**config.mk**
```make
export PLATFORM = sky130hd
export DESIGN_NAME = code_entry_tx
export DESIGN_NICKNAME = d
export VERILOG_FILES = /design/src/rtl/code_entry_pkg.sv /design/src/rtl/enter_sync_edge.sv /design/src/rtl/code_entry_tx.sv
export SDC_FILE = /design/constraint.sdc
export NUM_CORES = 1
export LEC_CHECK = 0
export BUFFER_PORTS_ARGS = -buffer_cell sky130_fd_sc_hd__buf_2
export CORE_UTILIZATION = 40
export CTS_CLUSTER_SIZE = 12
export DETAILED_ROUTE_END_ITERATION = 10
export GPL_TIMING_DRIVEN = 0
export PLACE_DENSITY_LB_ADDON = 0.08
export SLEW_MARGIN = 25
export SYNTH_ARGS = -nofsm -noshare
export SYNTH_HDL_FRONTEND = slang
export SYNTH_SLANG_ARGS = --single-unit
```
**constraint.sdc**
```tcl
create_clock -name Clock -period 1.9 [get_ports Clock]
set_input_delay 0.095 -clock Clock [delete_from_list [all_inputs] [get_ports Clock]]
set_output_delay 0.095 -clock Clock [all_outputs]
set_load 0.05 [all_outputs]
```
**src/rtl/code_entry_pkg.sv**
```systemverilog
`default_nettype none
// ============================================================================
// Package : code_entry_pkg
// Brief   : Shared definitions for the lock code-entry path: digit width and
//           the keypad transmitter state encoding.
// Rev     : 1.0  initial release
// ============================================================================
package code_entry_pkg;

  // Bits per digit; the lock controller consumes the same {E1,E0} pair.
  localparam int DW = 2;

  // Transmitter state encoding.
  localparam logic [1:0] S_IDLE    = 2'd0;
  localparam logic [1:0] S_COLLECT = 2'd1;
  localparam logic [1:0] S_SEND    = 2'd2;
  localparam logic [1:0] S_WAIT    = 2'd3;

endpackage
`default_nettype wire

```
**src/rtl/enter_sync_edge.sv**
```systemverilog
`default_nettype none
// ============================================================================
// Module  : enter_sync_edge
// Brief   : Two-flop synchroniser for an asynchronous push-button level,
//           followed by a rising-edge detector producing a one-cycle pulse.
//           The pulse is high in the cycle after the second synchroniser
//           flop first sees the new level, so a consumer registers it on the
//           third clock edge after the button rises.
// Rev     : 1.0  initial release
// ============================================================================
module enter_sync_edge
  import code_entry_pkg::*;
(
  input  logic clk,
  input  logic rst_n,
  input  logic din,
  output logic pulse
);

  // sync_sr[0..1] form the synchroniser; sync_sr[2] holds the previous level.
  logic [2:0] sync_sr;

  // Shift the raw level through the synchroniser and history flop.
  always_ff @(posedge clk or negedge rst_n) begin
    if (!rst_n) begin
      sync_sr <= 3'b000;
    end else begin
      sync_sr <= {sync_sr[1:0], din};
    end
  end

  assign pulse = sync_sr[1] & ~sync_sr[2];

endmodule
`default_nettype wire

```
**src/rtl/code_entry_tx.sv**
```systemverilog
`default_nettype none
// ============================================================================
// Module  : code_entry_tx
// Brief   : Keypad-side transmitter. Collects DIGITS digit codes, one per
//           Enter press, streams them to the lock over valid/ready, then
//           waits a bounded time for the verdict.
// Rev     : 1.0  initial release
// ============================================================================
module code_entry_tx
  import code_entry_pkg::*;
#(
  parameter int DIGITS  = 4,
  parameter int DW      = code_entry_pkg::DW,
  parameter int TIMEOUT = 15,
  localparam int CW     = $clog2(DIGITS + 1),
  localparam int IW     = (DIGITS > 1) ? $clog2(DIGITS) : 1
) (
  input  logic          Clock,
  input  logic          Clear,
  input  logic          Enter,
  input  logic          Cancel,
  input  logic [DW-1:0] Digit,
  output logic [DW-1:0] E_Data,
  output logic          E_Valid,
  input  logic          E_Ready,
  input  logic          Result_Valid,
  input  logic          Result_Ok,
  output logic [CW-1:0] Count,
  output logic          Busy,
  output logic          Pass_LED,
  output logic          Err
);

  logic [1:0]    state;
  logic [IW-1:0] idx;
  logic [CW-1:0] count;
  logic [7:0]    timer;
  logic          pass_led;
  logic          err;
  logic          enter_p;
  logic          cap_en;
  logic [CW-1:0] cap_slot;
  logic [DW-1:0] digit_buf [DIGITS];

  enter_sync_edge u_enter_sync (
    .clk   (Clock),
    .rst_n (Clear),
    .din   (Enter),
    .pulse (enter_p)
  );

  // Decide whether this cycle captures a digit and into which slot.
  always_comb begin
    cap_en   = 1'b0;
    cap_slot = '0;
    if (state == S_IDLE && enter_p) begin
      cap_en = 1'b1;
    end else if (state == S_COLLECT && enter_p && !Cancel && count < CW'(DIGITS)) begin
      cap_en   = 1'b1;
      cap_slot = count;
    end
  end

  // One register per digit slot, written only on its own capture.
  for (genvar g = 0; g < DIGITS; g++) begin : g_buf
    always_ff @(posedge Clock or negedge Clear) begin
      if (!Clear) begin
        digit_buf[g] <= '0;
      end else if (cap_en && cap_slot == CW'(g)) begin
        digit_buf[g] <= Digit;
      end
    end
  end

  // Main FSM: collect, send, then await the verdict or time out.
  always_ff @(posedge Clock or negedge Clear) begin
    if (!Clear) begin
      state    <= S_IDLE;
      idx      <= '0;
      count    <= '0;
      timer    <= 8'd0;
      pass_led <= 1'b0;
      err      <= 1'b0;
    end else begin
      case (state)
        S_IDLE: begin
          if (enter_p) begin
            count    <= CW'(1);
            err      <= 1'b0;
            pass_led <= 1'b0;
            idx      <= '0;
            state    <= (DIGITS == 1) ? S_SEND : S_COLLECT;
          end
        end
        S_COLLECT: begin
          if (Cancel) begin
            count <= '0;
            state <= S_IDLE;
          end else if (enter_p && count < CW'(DIGITS)) begin
            count <= count + CW'(1);
            if (count == CW'(DIGITS - 1)) begin
              idx   <= '0;
              state <= S_SEND;
            end
          end
        end
        S_SEND: begin
          // A started word always completes: Cancel and Enter are ignored here.
          if (E_Ready) begin
            if (idx == IW'(DIGITS - 1)) begin
              idx   <= '0;
              timer <= 8'd0;
              state <= S_WAIT;
            end else begin
              idx <= idx + IW'(1);
            end
          end
        end
        S_WAIT: begin
          // Verdict beats timeout, which beats Cancel.
          if (Result_Valid) begin
            pass_led <= Result_Ok;
            count    <= '0;
            state    <= S_IDLE;
          end else if (timer == 8'(TIMEOUT - 1)) begin
            err      <= 1'b1;
            pass_led <= 1'b0;
            count    <= '0;
            state    <= S_IDLE;
          end else if (Cancel) begin
            count <= '0;
            state <= S_IDLE;
          end else begin
            timer <= timer + 8'd1;
          end
        end
        default: state <= S_IDLE;
      endcase
    end
  end

  // Outputs are decoded from state so reset removes E_Valid at once.
  assign E_Valid  = (state == S_SEND);
  assign E_Data   = E_Valid ? digit_buf[idx] : '0;
  assign Busy     = (state == S_SEND) || (state == S_WAIT);
  assign Count    = count;
  assign Pass_LED = pass_led;
  assign Err      = err;

endmodule
`default_nettype wire
```
==> results of run 1 <==
-- area by class of cell --
type	count	area (sq um)
timing repair buffer	19	105
buffer	4	17.5
clock buffer	3	41.3
clock inverter	1	30.0
multi-input combinational	101	796
tap	46	57.6
inverter	3	11.3
fill	341	1710
sequential	28	703
-- registers in the layout, indices dropped and copies added, names as in the netlist, named ones only --
signal and flops:
Count 3, Err 1, Pass_LED 1, digit_buf 8, idx 2, state 1
timer 8, u_enter_sync.sync_sr 3
-- cell usage in the layout, fill, tap and decap left out, types with 3 or more instances in the layout --
cell type / instances
o21ai_0: 4
ha_1: 5
dfrtp_1: 26
buf_2: 17
nand2_1: 7
nand3_1: 5
and3_1: 4
mux2_2: 15
clkbuf_8: 3
inv_1: 3
a21oi_1: 5
nor2_1: 14
-- cells by family after synthesis --
family	after synthesis
AO/OA/AOI/OAI	24
XOR/XNOR	2
adder cells (fa/ha/maj)	5
buffers and inverters	7
flip-flops	28
multiplexers	18
AND/OR/NAND/NOR	52
-- worst paths after layout --
check | start | to | slack (ns) | depth (start not counted)
max | idx[0] | timer[0] | 0.09 | 5
min | Digit[0] | digit_buf[6] | 0.09 | 2
max reg2reg | idx[0] | timer[0] | 0.09 | 5
min reg2reg | u_enter_sync.sync_sr[0] | u_enter_sync.sync_sr[1] | 0.36 | 0
max in group asynchronous | Clear | state[0] | 1.08 | 2
min in group asynchronous | Clear | timer[5] | 0.36 | 2
-- where the power goes --
group          total (uW)  leakage, uW  internal [uW]  switching (uW)
Sequential            718     0.000368            661            57.2
Clock                 477    0.0000357            282             194
Combinational         262     0.000407            121             141
-- what timing repair did --
action,4_1_cts,5_1_grt
setup endpoints to repair,0,11
endpoints found under the hold margin,29,0
setup buffers,0,0
hold buffers,2,0
gates resized for setup,0,7
-- routing by layer --
layer / share of wire (%) / up-vias
met5: 0 / -
met2: 47 / 28
met3: 3.6 / 5
met4: 1.4 / 0
met1: 48 / 559
li1: - / 556
-- worst reg2reg max path, stage by stage, from the launching register on --
cell and delay, ns:
dfrtp_2 0.46, ha_1 0.24, and4b_1 0.23, or2_2 0.31
nand2_1 0.11, mux2_2 0.34
-- stage by stage --
stage | util [%] | area [sq um] | cells
2_1_floorplan | - | 1520 | 136
3_3_place_gp | 47.8 | 1660 | 199
3_5_place_dp | 47.8 | 1660 | 199
4_1_cts | 50.5 | 1750 | 205
5_1_grt | 50.8 | 1760 | 205
6_report | 50.8 | 1760 | 205
==> results.sh, run 1 <==
export IMPL_cpPeakStageDelay_ns=0.46
export IMPL_synth_xor_area_share_pct=1.16
export IMPL_cts_buffers=3
export IMPL_ys_warn_count=0
export IMPL_dp_hpwl_mm=2.24
export IMPL_busiest_layer="met2"
export IMPL_crit_buf_inv=0
export IMPL_p_total_uw=1460
export IMPL_ys_flop_type="dfrtp_1"
export IMPL_crit_fanout=5
export IMPL_maxCapViolCount=0
export IMPL_synth_top_cell_area_share_pct=46.3
export IMPL_antenna_found_initial=0
export IMPL_yosysUniqueCellTypes=39
export IMPL_gr_usage_met3_pct=2.36
export IMPL_place_congestion=0.742
export IMPL_rsz0062_at_grt="false"
export IMPL_drtAntennaViolNets=0
export IMPL_wl_per_cell_um=15.2
export IMPL_setup_slack_ns=0.0946
export IMPL_status="completed"
export IMPL_crit_path_cell_trace="ha_1 -> and4b_1 -> or2_2 -> nand2_1 -> mux2_2"
export IMPL_synthMuxAreaShare_pct=14.8
export IMPL_grt_pass1_wl_mm=5.29
export IMPL_grt_use_total_pct=16.7
export IMPL_clock_path_buffers=2
export IMPL_dr_pass1_iters=4
export IMPL_grt_overflow_total=0
export IMPL_critPathLaunchType="flop"
export IMPL_setup_tns_ns=0
export IMPL_cts_htree_levels=1
export IMPL_drtIter0Drc=54
export IMPL_synth_area_sq_um=1510
export IMPL_synth_simple_area_share_pct=20.8
export IMPL_leakage_uw=0.000811
export IMPL_syn_nets=150
export IMPL_num_vias=1148
export IMPL_yosys_top_cells_area="dfrtp_1 46%, mux2_2 11%, ha_1 4.1%"
export IMPL_netlist_top_cell_by_area="dfrtp_1"
export IMPL_antenna_cells=0
export IMPL_start_util_pct=43.7
export IMPL_cts_tree="built"
export IMPL_critical_path_required_ns=2.07
export IMPL_cp_end_kind="flop"
export IMPL_dieArea_sq_um=4030
export IMPL_syn_avg_cell_area_sq_um=11.1
export IMPL_ys_ff_latch=28
export IMPL_clock_sinks=28
export IMPL_clkLatencyLatePin_ns=0.28
export IMPL_synth_top_family_by_area="simple AND/OR/NAND/NOR gates"
export IMPL_drive_gt1_share_pct=31.4
export IMPL_num_rows=21
export IMPL_nNetsFinal=174
export IMPL_worstPathArrival_ns=1.97
export IMPL_ys_seq_area_share_pct=46.3
export IMPL_crit_family="simple AND/OR/NAND/NOR gates"
export IMPL_grt_start_max_net_pins=29
export IMPL_slowest_stage="dfrtp_2"
export IMPL_path_class="reg2reg"
export IMPL_portBuffers=17
export IMPL_synth_common_cells="28 x dfrtp_1, 15 x mux2_2, 14 x nor2_1"
export IMPL_finalClockSkew_ns=0.0117
export IMPL_power_density_nw_per_um2=827
export IMPL_synthArstFlopShare_pct=100
export IMPL_grtUsageMet1_pct=22.5
export IMPL_die_w_um=63.5
export IMPL_fmax_ghz=0.554
export IMPL_setup_violations=0
export IMPL_drv_slew=0
export IMPL_fp_coreArea_sq_um=3470
export IMPL_syn2layout_area_growth_pct=16.4
export IMPL_drcViolationCount=0
export IMPL_whs_ns=0.0883
export IMPL_clkSlewWorstSetupHoldPaths_ns=0.10
export IMPL_synthesis_instances=136
export IMPL_synth_edf_count=0
export IMPL_wl_mm=3.12
export IMPL_grt_pass1_vias=1109
export IMPL_avgViaCountPerCell=5.60
export IMPL_fin_crit_sh_pct=95.0
export IMPL_use_met2_pct=27.1
export IMPL_io_pins=18
export IMPL_slew_limit_headroom_pct=57.2
export IMPL_finalHoldViolations=0
export IMPL_tightest_slew_ns=0.642
export IMPL_die_h_um=63.5
export IMPL_synth_compound_area_share_pct=11.1
export IMPL_synth_adder_area_share_pct=4.13
export IMPL_hold_class="in2reg"
export IMPL_finalCriticalPeriod_ns=1.81
export IMPL_yosysMostFrequentCell="dfrtp_1"
export IMPL_clock_root_buffer="clkbuf_8"
export IMPL_preCtsSetupSlack_ns=0.104
export IMPL_ir_drop_mv=0.524
Power figures use the tool's default switching activity.
==> inputs of run 2 (changes only) <==
--- a/config.mk
+++ b/config.mk
@@ -10,6 +10,7 @@
 export CTS_CLUSTER_SIZE = 12
 export DETAILED_ROUTE_END_ITERATION = 10
 export GPL_TIMING_DRIVEN = 0
+export MAX_ROUTING_LAYER = met4
 export PLACE_DENSITY_LB_ADDON = 0.08
 export SLEW_MARGIN = 25
 export SYNTH_ARGS = -nofsm -noshare
==> run 2 against run 1 <==
Compared with the run above:
- first-iteration DRC count rose by 13%
- register-to-register slack barely moved
- final cell count did not move
- utilization did not move
- total power barely moved
- sequential power barely moved
- sequential share of layout area did not move
- clock skew barely moved
- critical path depth did not move
- global-route usage rose by 0.48 points
- clock-buffer cell count did not move
- worst hold slack got worse by 0.00077 ns
==> results.sh, run 2 (same netlist as run 1, synthesis figures left out) <==
export IMPL_ir_drop_mv=0.526
export IMPL_setup_tns_ns=0
export IMPL_finalCriticalPeriod_ns=1.80
export IMPL_avgViaCountPerCell=5.53
export IMPL_fin_crit_sh_pct=94.8
export IMPL_cp_end_kind="flop"
export IMPL_cts_htree_levels=1
export IMPL_die_h_um=63.5
export IMPL_io_pins=18
export IMPL_layout_common_cells="26 x dfrtp_1, 17 x buf_2, 15 x mux2_2"
export IMPL_rsz0062_at_grt="false"
export IMPL_r2r_start="idx[0]"
export IMPL_post_cts_setup_buffer_count=0
export IMPL_finalHoldViolations=0
export IMPL_drtIter0Drc=61
export IMPL_drv_slew=0
export IMPL_preCtsSetupSlack_ns=0.104
export IMPL_nNetsFinal=174
export IMPL_power_density_nw_per_um2=827
export IMPL_syn2layout_area_growth_pct=16.4
export IMPL_path_class="reg2reg"
export IMPL_setup_slack_ns=0.0988
export IMPL_tightest_slew_ns=0.637
export IMPL_clock_root_buffer="clkbuf_8"
export IMPL_grt_start_max_net_pins=29
export IMPL_r2r_end="timer[0]"
export IMPL_combPwrFrac_pct=17.9
export IMPL_finalClockSkew_ns=0.0112
export IMPL_dr_pass1_iters=4
export IMPL_r2r_slack_ns=0.1
export IMPL_reg_top3="digit_buf x8, timer x8"
export IMPL_met1_length_mm=1.51
export IMPL_antenna_found_initial=0
export IMPL_setup_violations=0
export IMPL_layout_commonest_cell="dfrtp_1"
export IMPL_whs_endpoint="digit_buf[6]"
export IMPL_start_util_pct=43.7
export IMPL_wl_met3_um=103
export IMPL_status="completed"
export IMPL_crit_path_cell_trace="ha_1 -> and4b_1 -> or2_2 -> nand2_1 -> mux2_2"
export IMPL_clkSlewWorstSetupHoldPaths_ns=0.10
export IMPL_hold_path_startpoint="Digit[0]"
export IMPL_num_vias=1133
export IMPL_fp_coreArea_sq_um=3470
export IMPL_drtAntennaViolNets=0
export IMPL_crit_family="simple AND/OR/NAND/NOR gates"
export IMPL_num_rows=21
export IMPL_drive_gt1_share_pct=31.4
export IMPL_antenna_cells=0
export IMPL_p_seq_share_pct=49.3
export IMPL_grt_overflow_total=0
export IMPL_p_sw_uw=393
export IMPL_cts_tree="built"
export IMPL_switching_share_pct=27.0
export IMPL_wl_mm=3.12
export IMPL_crit_fanout=5
export IMPL_worstPathArrival_ns=1.97
export IMPL_drcViolationCount=0
export IMPL_fmax_ghz=0.555
export IMPL_clock_path_buffers=2
export IMPL_critPathLaunchType="flop"
export IMPL_critical_path_required_ns=2.07
export IMPL_internal_power_uw=1060
export IMPL_portBuffers=17
export IMPL_hold_class="in2reg"
export IMPL_wl_met2_mm=1.46
export IMPL_leakage_uw=0.000811
export IMPL_place_congestion=0.751
export IMPL_dieArea_sq_um=4030
export IMPL_rr_worst_depth=5
export IMPL_slew_limit_headroom_pct=57.6
export IMPL_grt_pass1_vias=1106
export IMPL_die_w_um=63.5
export IMPL_slowest_stage="dfrtp_2"
export IMPL_clkLatencyLatePin_ns=0.28
export IMPL_maxCapViolCount=0
export IMPL_cts_buffers=3
export IMPL_p_total_uw=1460
export IMPL_clock_sinks=28
export IMPL_wl_per_cell_um=15.2
export IMPL_grt_use_total_pct=17.2
export IMPL_grt_pass1_wl_mm=5.29
export IMPL_clkPwrFrac_pct=32.8
export IMPL_crit_buf_inv=0
export IMPL_min_path_cells=2
export IMPL_top_layer="met4"
export IMPL_dp_hpwl_mm=2.24
export IMPL_cpPeakStageDelay_ns=0.46
export IMPL_utilization_pct=50.8
## run 2: cell counts in the layout (fill, tap and decap cells not counted)
Identical to the previous run, type by type.
## run 2: what timing repair did
item	in CTS	in global routing
gates resized for setup	0	7
hold buffers	2	0
endpoints found under the hold margin	29	0
setup endpoints to repair	0	11
## run 2: worst max-delay path by stage
stage               startpoint  cells after the start   endpoint
finish                  idx[0]                      5   timer[0]
global route              flop                      4   Count[2]
CTS                       flop                      4  E_Data[0]
detailed placement      idx[0]                      5   timer[0]
global placement        idx[0]                      6   timer[7]
floorplan                 flop                      3  E_Data[0]
## run 2: routing by layer
| metal | GRT usage, % | vias to the layer above |
|---|---|---|
| li1 | - | 555 |
| met1 | 22.6 | 549 |
| met2 | 27.1 | 24 |
| met3 | 2.17 | 5 |
| met4 | 5.97 | 0 |
| met5 | - | - |
## run 2: final cells by class
cell class	count	area, sq um
repair buffers	19	105
fillers	341	1710
flip-flops and latches	28	703
clock buffers	3	41.3
clock inverters	1	30.0
well taps	46	57.6
inverters	3	11.3
multi-input cells	101	796
plain buffers	4	17.5
## run 2: power by group through the flow
stage,logic (uW),clock network [uW],registers [uW]
3_3_place_gp,253,0,724
3_5_place_dp,260,0,727
6_report,262,478,718
5_1_grt,288,511,729
4_1_cts,263,486,716
2_1_floorplan,155,0,753
## run 2: through the flow
stage	area, sq um	hold WS (ns)	cells
floorplan	1520	-0.201	136
global placement	1660	0.147	199
detailed placement	1660	0.166	199
CTS	1750	0.0854	205
global route	1760	0.0918	205
finish	1760	0.0875	205
